**config.mk**
```make
export PLATFORM = sky130hd
export DESIGN_NAME = lif_neuron_scheduler
export DESIGN_NICKNAME = d
export VERILOG_FILES = /design/src/rtl/lif_neuron_scheduler.sv
export SDC_FILE = /design/constraint.sdc
export NUM_CORES = 1
export LEC_CHECK = 0
export CAP_MARGIN = 30
export CORE_MARGIN = 1
export CORE_UTILIZATION = 25
export DETAILED_ROUTE_END_ITERATION = 8
export PLACE_DENSITY_LB_ADDON = 0.3
export SYNTH_ARGS = -nofsm -noshare
export SYNTH_HDL_FRONTEND = slang
export SYNTH_SLANG_ARGS = --single-unit
```
**constraint.sdc**
```tcl
create_clock -name clk -period 5.7 [get_ports clk]
set_input_delay 1.14 -clock clk [delete_from_list [all_inputs] [get_ports clk]]
set_output_delay 1.14 -clock clk [all_outputs]
set_load 0.03 [all_outputs]
```
**src/rtl/lif_neuron_scheduler.sv**
```systemverilog
// LIF neuron scheduler: shares one combinational neuron datapath
// across NUM_NEURONS virtual neurons, one neuron per cycle.
module lif_neuron_scheduler #(
  parameter int N_STAGES       = 3,
  parameter int NUM_NEURONS    = 4,
  parameter int MEMBRANE_BITS  = N_STAGES + 2,
  parameter int THRESHOLD_BITS = MEMBRANE_BITS - 1,
  parameter int IDX_W          = $clog2(NUM_NEURONS),
  localparam int INPUTS        = 2**N_STAGES
) (
  input  logic                      clk,
  input  logic                      reset,
  input  logic                      cfg_we,
  input  logic [IDX_W:0]            cfg_addr,
  input  logic [INPUTS-1:0]         cfg_wdata,
  input  logic                      clear,
  input  logic                      in_valid,
  output logic                      in_ready,
  input  logic [INPUTS-1:0]         in_data,
  output logic                      out_valid,
  input  logic                      out_ready,
  output logic [NUM_NEURONS-1:0]    out_spikes,
  output logic                      busy,
  output logic [INPUTS-1:0]         dp_inputs,
  output logic [INPUTS-1:0]         dp_weights,
  output logic [MEMBRANE_BITS-1:0]  dp_last_membrane,
  output logic                      dp_was_spike,
  output logic [THRESHOLD_BITS-1:0] dp_threshold,
  output logic [2:0]                dp_shift,
  input  logic [MEMBRANE_BITS-1:0]  dp_new_membrane,
  input  logic                      dp_is_spike
);

  localparam logic [IDX_W:0] A_THR = (IDX_W+1)'(NUM_NEURONS);
  localparam logic [IDX_W:0] A_SHF = (IDX_W+1)'(NUM_NEURONS + 1);

  typedef enum logic [1:0] {
    S_IDLE,
    S_RUN,
    S_DONE
  } state_t;

  state_t r_state;
  state_t w_next;

  logic [IDX_W-1:0]          r_idx;
  logic [INPUTS-1:0]         r_weights  [NUM_NEURONS];
  logic [MEMBRANE_BITS-1:0]  r_membrane [NUM_NEURONS];
  logic [NUM_NEURONS-1:0]    r_was_spike;
  logic [NUM_NEURONS-1:0]    r_acc;
  logic [NUM_NEURONS-1:0]    r_out_spikes;
  logic [INPUTS-1:0]         r_inputs;
  logic [THRESHOLD_BITS-1:0] r_threshold;
  logic [2:0]                r_shift;

  logic                   w_last;
  logic [NUM_NEURONS-1:0] w_acc_next;

  assign w_last     = (r_idx == IDX_W'(NUM_NEURONS - 1));
  assign w_acc_next = r_acc | (NUM_NEURONS'(dp_is_spike) << r_idx);

  always_ff @(posedge clk) begin
    if (reset) r_state <= S_IDLE;
    else       r_state <= w_next;
  end

  always_comb begin
    w_next    = r_state;
    in_ready  = 1'b0;
    out_valid = 1'b0;
    busy      = 1'b0;
    unique case (r_state)
      S_IDLE: begin
        in_ready = 1'b1;
        if (in_valid) w_next = S_RUN;
      end
      S_RUN: begin
        busy = 1'b1;
        if (w_last) w_next = S_DONE;
      end
      S_DONE: begin
        busy      = 1'b1;
        out_valid = 1'b1;
        if (out_ready) w_next = S_IDLE;
      end
      default: w_next = S_IDLE;
    endcase
  end

  // Clear precedes the input latch so a coincident timestep starts at zero
  always_ff @(posedge clk) begin
    if (reset) begin
      r_idx        <= '0;
      r_was_spike  <= '0;
      r_acc        <= '0;
      r_out_spikes <= '0;
      r_inputs     <= '0;
      r_threshold  <= THRESHOLD_BITS'(5);
      r_shift      <= '0;
      for (int i = 0; i < NUM_NEURONS; i++) begin
        r_weights[i]  <= '1;
        r_membrane[i] <= '0;
      end
    end else if (r_state == S_IDLE) begin
      if (clear) begin
        r_was_spike <= '0;
        for (int i = 0; i < NUM_NEURONS; i++) r_membrane[i] <= '0;
      end
      if (cfg_we) begin
        if (!cfg_addr[IDX_W])
          r_weights[cfg_addr[IDX_W-1:0]] <= cfg_wdata;
        else if (cfg_addr == A_THR)
          r_threshold <= cfg_wdata[THRESHOLD_BITS-1:0];
        else if (cfg_addr == A_SHF)
          r_shift <= cfg_wdata[2:0];
      end
      if (in_valid) begin
        r_inputs <= in_data;
        r_idx    <= '0;
        r_acc    <= '0;
      end
    end else if (r_state == S_RUN) begin
      r_membrane[r_idx]  <= dp_new_membrane;
      r_was_spike[r_idx] <= dp_is_spike;
      r_acc              <= w_acc_next;
      if (w_last) begin
        r_out_spikes <= w_acc_next;
        r_idx        <= '0;
      end else begin
        r_idx <= r_idx + IDX_W'(1);
      end
    end
  end

  assign out_spikes       = r_out_spikes;
  assign dp_inputs        = r_inputs;
  assign dp_weights       = r_weights[r_idx];
  assign dp_last_membrane = r_membrane[r_idx];
  assign dp_was_spike     = r_was_spike[r_idx];
  assign dp_threshold     = r_threshold;
  assign dp_shift         = r_shift;

endmodule

```
After elaboration in Yosys (flattened, before gate mapping)
Memories as Yosys holds them, arrays and structs flattened. A register that Yosys moved wholly into a read port is not among the register bits.
Cells that the tools add are included.
Storage, ports and cells
  bits in registers: 31
  RAM bits: 52
  input port bits: 31
  output and inout port bits: 36
  word-level logic and storage cells: 94
  memories: 2
Operators by class
  $add $sub $neg: 1
  magnitude comparators: 2
  equal/unequal tests: 9
  shift-type cells: 1
  muxes and demuxes: 51
  bitwise operators: 7
  reduce and logical (&&, ||, !) cells: 13
Memories
  r_weights: words 4, width 8, read ports 1, clocked after memory_dff 1, wr ports 4, line 47  | logic [INPUTS-1:0] r_weights [NUM_NEURONS];
  r_membrane: words 4, width 5, read ports 1, clocked after memory_dff 1, wr ports 4, line 48  | logic [MEMBRANE_BITS-1:0] r_membrane [NUM_NEURONS];
Operator list (number)
  two-way mux 2 bit: 13
  two-way mux 5 bit: 5
  two-way mux 4 bit: 6
  two-way mux 1 bit: 22
  two-way mux 8 bit: 1
  != test 2 bit, second input constant: 4
  OR reduction 8 bit: 1
  == test 3 bit, second input constant: 2
  case mux 2 bit (3 select lines): 1
  AND reduction 2 bit: 3
  AND reduction 3 bit: 2
  AND reduction 5 bit: 1
  OR reduction 5 bit: 1
  bitwise mux 4 bit: 1
  == test 2 bit, second input constant: 2
  bitwise OR 1 bit: 4
  bitwise OR 4 bit: 1
  AND reduction 4 bit: 1
  << shifter 1 x 2 -> 4 bit: 1
  less-than comparator 2 x 3 -> 1 bit, second input constant: 1
  adder 2 x 1 -> 2 bit, second input constant: 1
  binary-select mux 1 bit (select 2 bit): 1
  demux 1 bit (select 2 bit): 1
  == test 2 x 1 -> 1 bit, second input constant: 1
  other kinds (6): 7

Logic depth before layout (Yosys ltp)
  depth in word-level cells: 7
  depth in mapped cells: 6
  mapped depth without buffers: 5

Worst setup path before layout
Ideal clock, no wire load.
  kind: register to output
  start: register with a tool-made name
  end: output dp_last_membrane[0]
  data arrival time: 1.273 ns
  data required time: 4.560 ns
  path slack: 3.287 ns
  cell stages (with the launch flop): 3
  buffers on the path: 1
  cell sequence: dfxtp_1 buf_4 mux4_2
RTL lines
  end, declared: line 26  | output logic [MEMBRANE_BITS-1:0] dp_last_membrane,

==> results.tsv <==
stage	metric	value	unit
placed_design	routabilityCongestion	0.7146	
global_routing	grt_pass1_vias	2616	
finish	insertedDiodeCount	0	
synthesis	async_reset_ff_share	0	%
global_routing	grt_pass1_wl	14050	µm
synthesis	avgSynthCellArea	12.42	µm²
timing	rsz0062_at_grt	no	
drt	top_layer_used	met4	
worst_setup_path	startpoint_type	flop	
cts	ctsHoldBuffers	0	
floorplanning	boundaryPins	67	
drt	route.met3.wl	424	µm
global_routing	grt_max_degree	41	
worst_hold_path	hold_start	r_was_spike[3]	
placed_design	io_buffers	66	
job	maxCapViolCount	0	
timing	period_needed	3307	ps
synthesis	synth_cell_types	37	
finish	postLayoutCellArea	4976	µm²
drt	vias	2470	
cts	clockBufferDepth	2	
drt	post_drt_wl_per_cell	15.09	µm
synthesis	syn_nets	348	
cts	htreeDepth	3	
placed_design	pre_cts_ws	2228	ps
floorplanning	fp.dieW	125.7	µm
worst_setup_path	end_kind	output port	
timing	slew_violations	0	
power_and_ir_drop	p_leak	1.685	nW
finish	mostFrequentLayoutCells	clkdlybuf4s50_1, edfxtp_1, dfxtp_1	
cts	clock_latency	330	ps
floorplanning	start_util	25.93	%
finish	drive_gt1_share	9.814	%
finish	final_common_cell	clkdlybuf4s50_1	
cts	cts.sinks	85	
timing	hold_viol_final	0	
drt	m1WireLength	4313	µm
cts	root_buffer	clkbuf_16	
timing	max_freq	0.3024	GHz
synthesis	ys_seq_elements	85	
drt	via_per_inst	4.403	
synthesis	synth_ff_type	edfxtp_1	
synthesis	synth_area_leader_cell	edfxtp_1	
global_routing	track_usage	11.45	%
timing	setup_viol	0	
timing	clock_skew	5.328	ps
synthesis	synth_top_cell_area_share	40.81	%
synthesis	ys_seq_area_share	58.08	%
synthesis	synth-edff-count	52	
cts	cts_tree	done	
floorplanning	design.core.area	14750	µm²
drt	dr_wl_met2	3656	µm
floorplanning	die_h	125.7	µm
cts	clkSlewWorstSetupHoldPaths	60	ps
timing	setup_slack	2393	ps
drt	drtIter0Drc	143	
synthesis	syn_area	3826	µm²
outcome	status	finished clean	
timing	tightest_slew	849.5	ps
worst_setup_path	worstPathRequired	4560	ps
synthesis	synth_area_leaders	edfxtp_1, dfxtp_1, mux4_2	
synthesis	yosysWarnings	0	
power_and_ir_drop	vdd_drop_max	0.0001750	V
worst_hold_path	hold_path.class	flop to flop	
worst_setup_path	critPathArrivalTime	2170	ps
timing	hold_ws	460.9	ps
cts	cts_inserted_buffers	9	
cts	cts_setup_buffers	0	
placed_design	dpl-instance-area	4648	µm²
cts	post_cts_resized	0	
drt	route.final.wire_length	8463	µm
timing	slew_headroom	43.25	%
worst_setup_path	crit_type	flop to output port	
worst_setup_path	r2r_start	r_state[1]	
drt	drc	0	
timing	tns	0	ps
finish	nNetsFinal	412	
global_routing	antenna_found_initial	0	
power_and_ir_drop	p_per_area	347.1	nW/µm²
drt	ant_nets	0	
global_routing	grt_overflow	0	
floorplanning	std_cell_rows	44	
placed_design	hpwl	5913	µm
finish	syn_to_final_growth	30.05	%
worst_setup_path	critPathMaxFanout	13	
synthesis	synthCells	308	
drt	drt_first_pass_iters	4	
floorplanning	die_area	15800	µm²
timing	fin_crit_sh	58.01	%
routing by layer:
metal  up-vias  track usage, %
met1      1176           15.84
met5         -               0
met2        65           17.06
met4         0           3.013
li1       1223               -
met3         6           3.823
critical path, cell delays in order, from the launching register on:
cell and delay (ps):
dfxtp_1 770, mux4_2 440, clkdlybuf4s50_1 610
synthesized netlist by cell type (all sizes together) (4+ instances only):
cell,number
nor3,8
edfxtp,52
ha,9
nand2,31
nor2,16
inv,7
clkbuf,9
a21oi,16
and3,21
dfxtp,33
or2,16
buf,7
nand3b,5
nand2b,32
nor2b,4
mux4,14
mux2i,12
where the power goes:
part	internal [W]	switching, W	leakage (nW)
logic	0.000166	0.000231	0.834
clock network	0.000344	0.000248	0.140
registers	0.000713	0.0000258	0.711
total	0.00122	0.000505	1.69
area by class of cell:
cell class / count / area, µm²
repair buffers: 69 / 703.2
clock inverters: 6 / 71.32
flip-flops and latches: 85 / 2222
inverters: 7 / 26.28
well taps: 184 / 230.2
fillers: 1463 / 9778
multi-input cells: 200 / 1494
clock buffers: 10 / 229.0
metrics by stage:
step                power, W  cells  util [%]
floorplan           0.001006    308         -
global placement    0.001139    543     31.45
global route        0.001810    561     33.73
detailed placement  0.001145    544     31.50
CTS                 0.001739    560     33.54
finish              0.001727    561     33.73
cell families after synthesis:
| family | after synthesis | share of synthesized area, % |
|---|---|---|
| simple gates | 144 | 21.48 |
| flops | 85 | 58.08 |
| mux | 26 | 11.38 |
| buf+inv | 23 | 2.877 |
| compound gates | 21 | 3.238 |
| fa+ha+maj | 9 | 2.943 |
final timing paths:
kind | endpoint | slack (ps) | depth (start not counted)
hold reg to reg | r_was_spike[3] | 460 | 2
setup / recovery | dp_weights[2] | 2390 | 2
setup reg to reg | r_weights[0][2] | 3190 | 5
hold / removal | r_was_spike[3] | 460 | 2
sequential cells by signal (all words and copies together), names as in the netlist, named ones only:
| name | cells |
|---|---|
| r_weights | 32 |
| r_membrane | 20 |
| dp_inputs | 8 |
| dp_threshold | 4 |
| out_spikes | 4 |
| r_acc | 4 |
| r_was_spike | 4 |
| dp_shift | 3 |
| r_idx | 2 |
| r_state | 2 |
(Power assumes the default switching activity.)
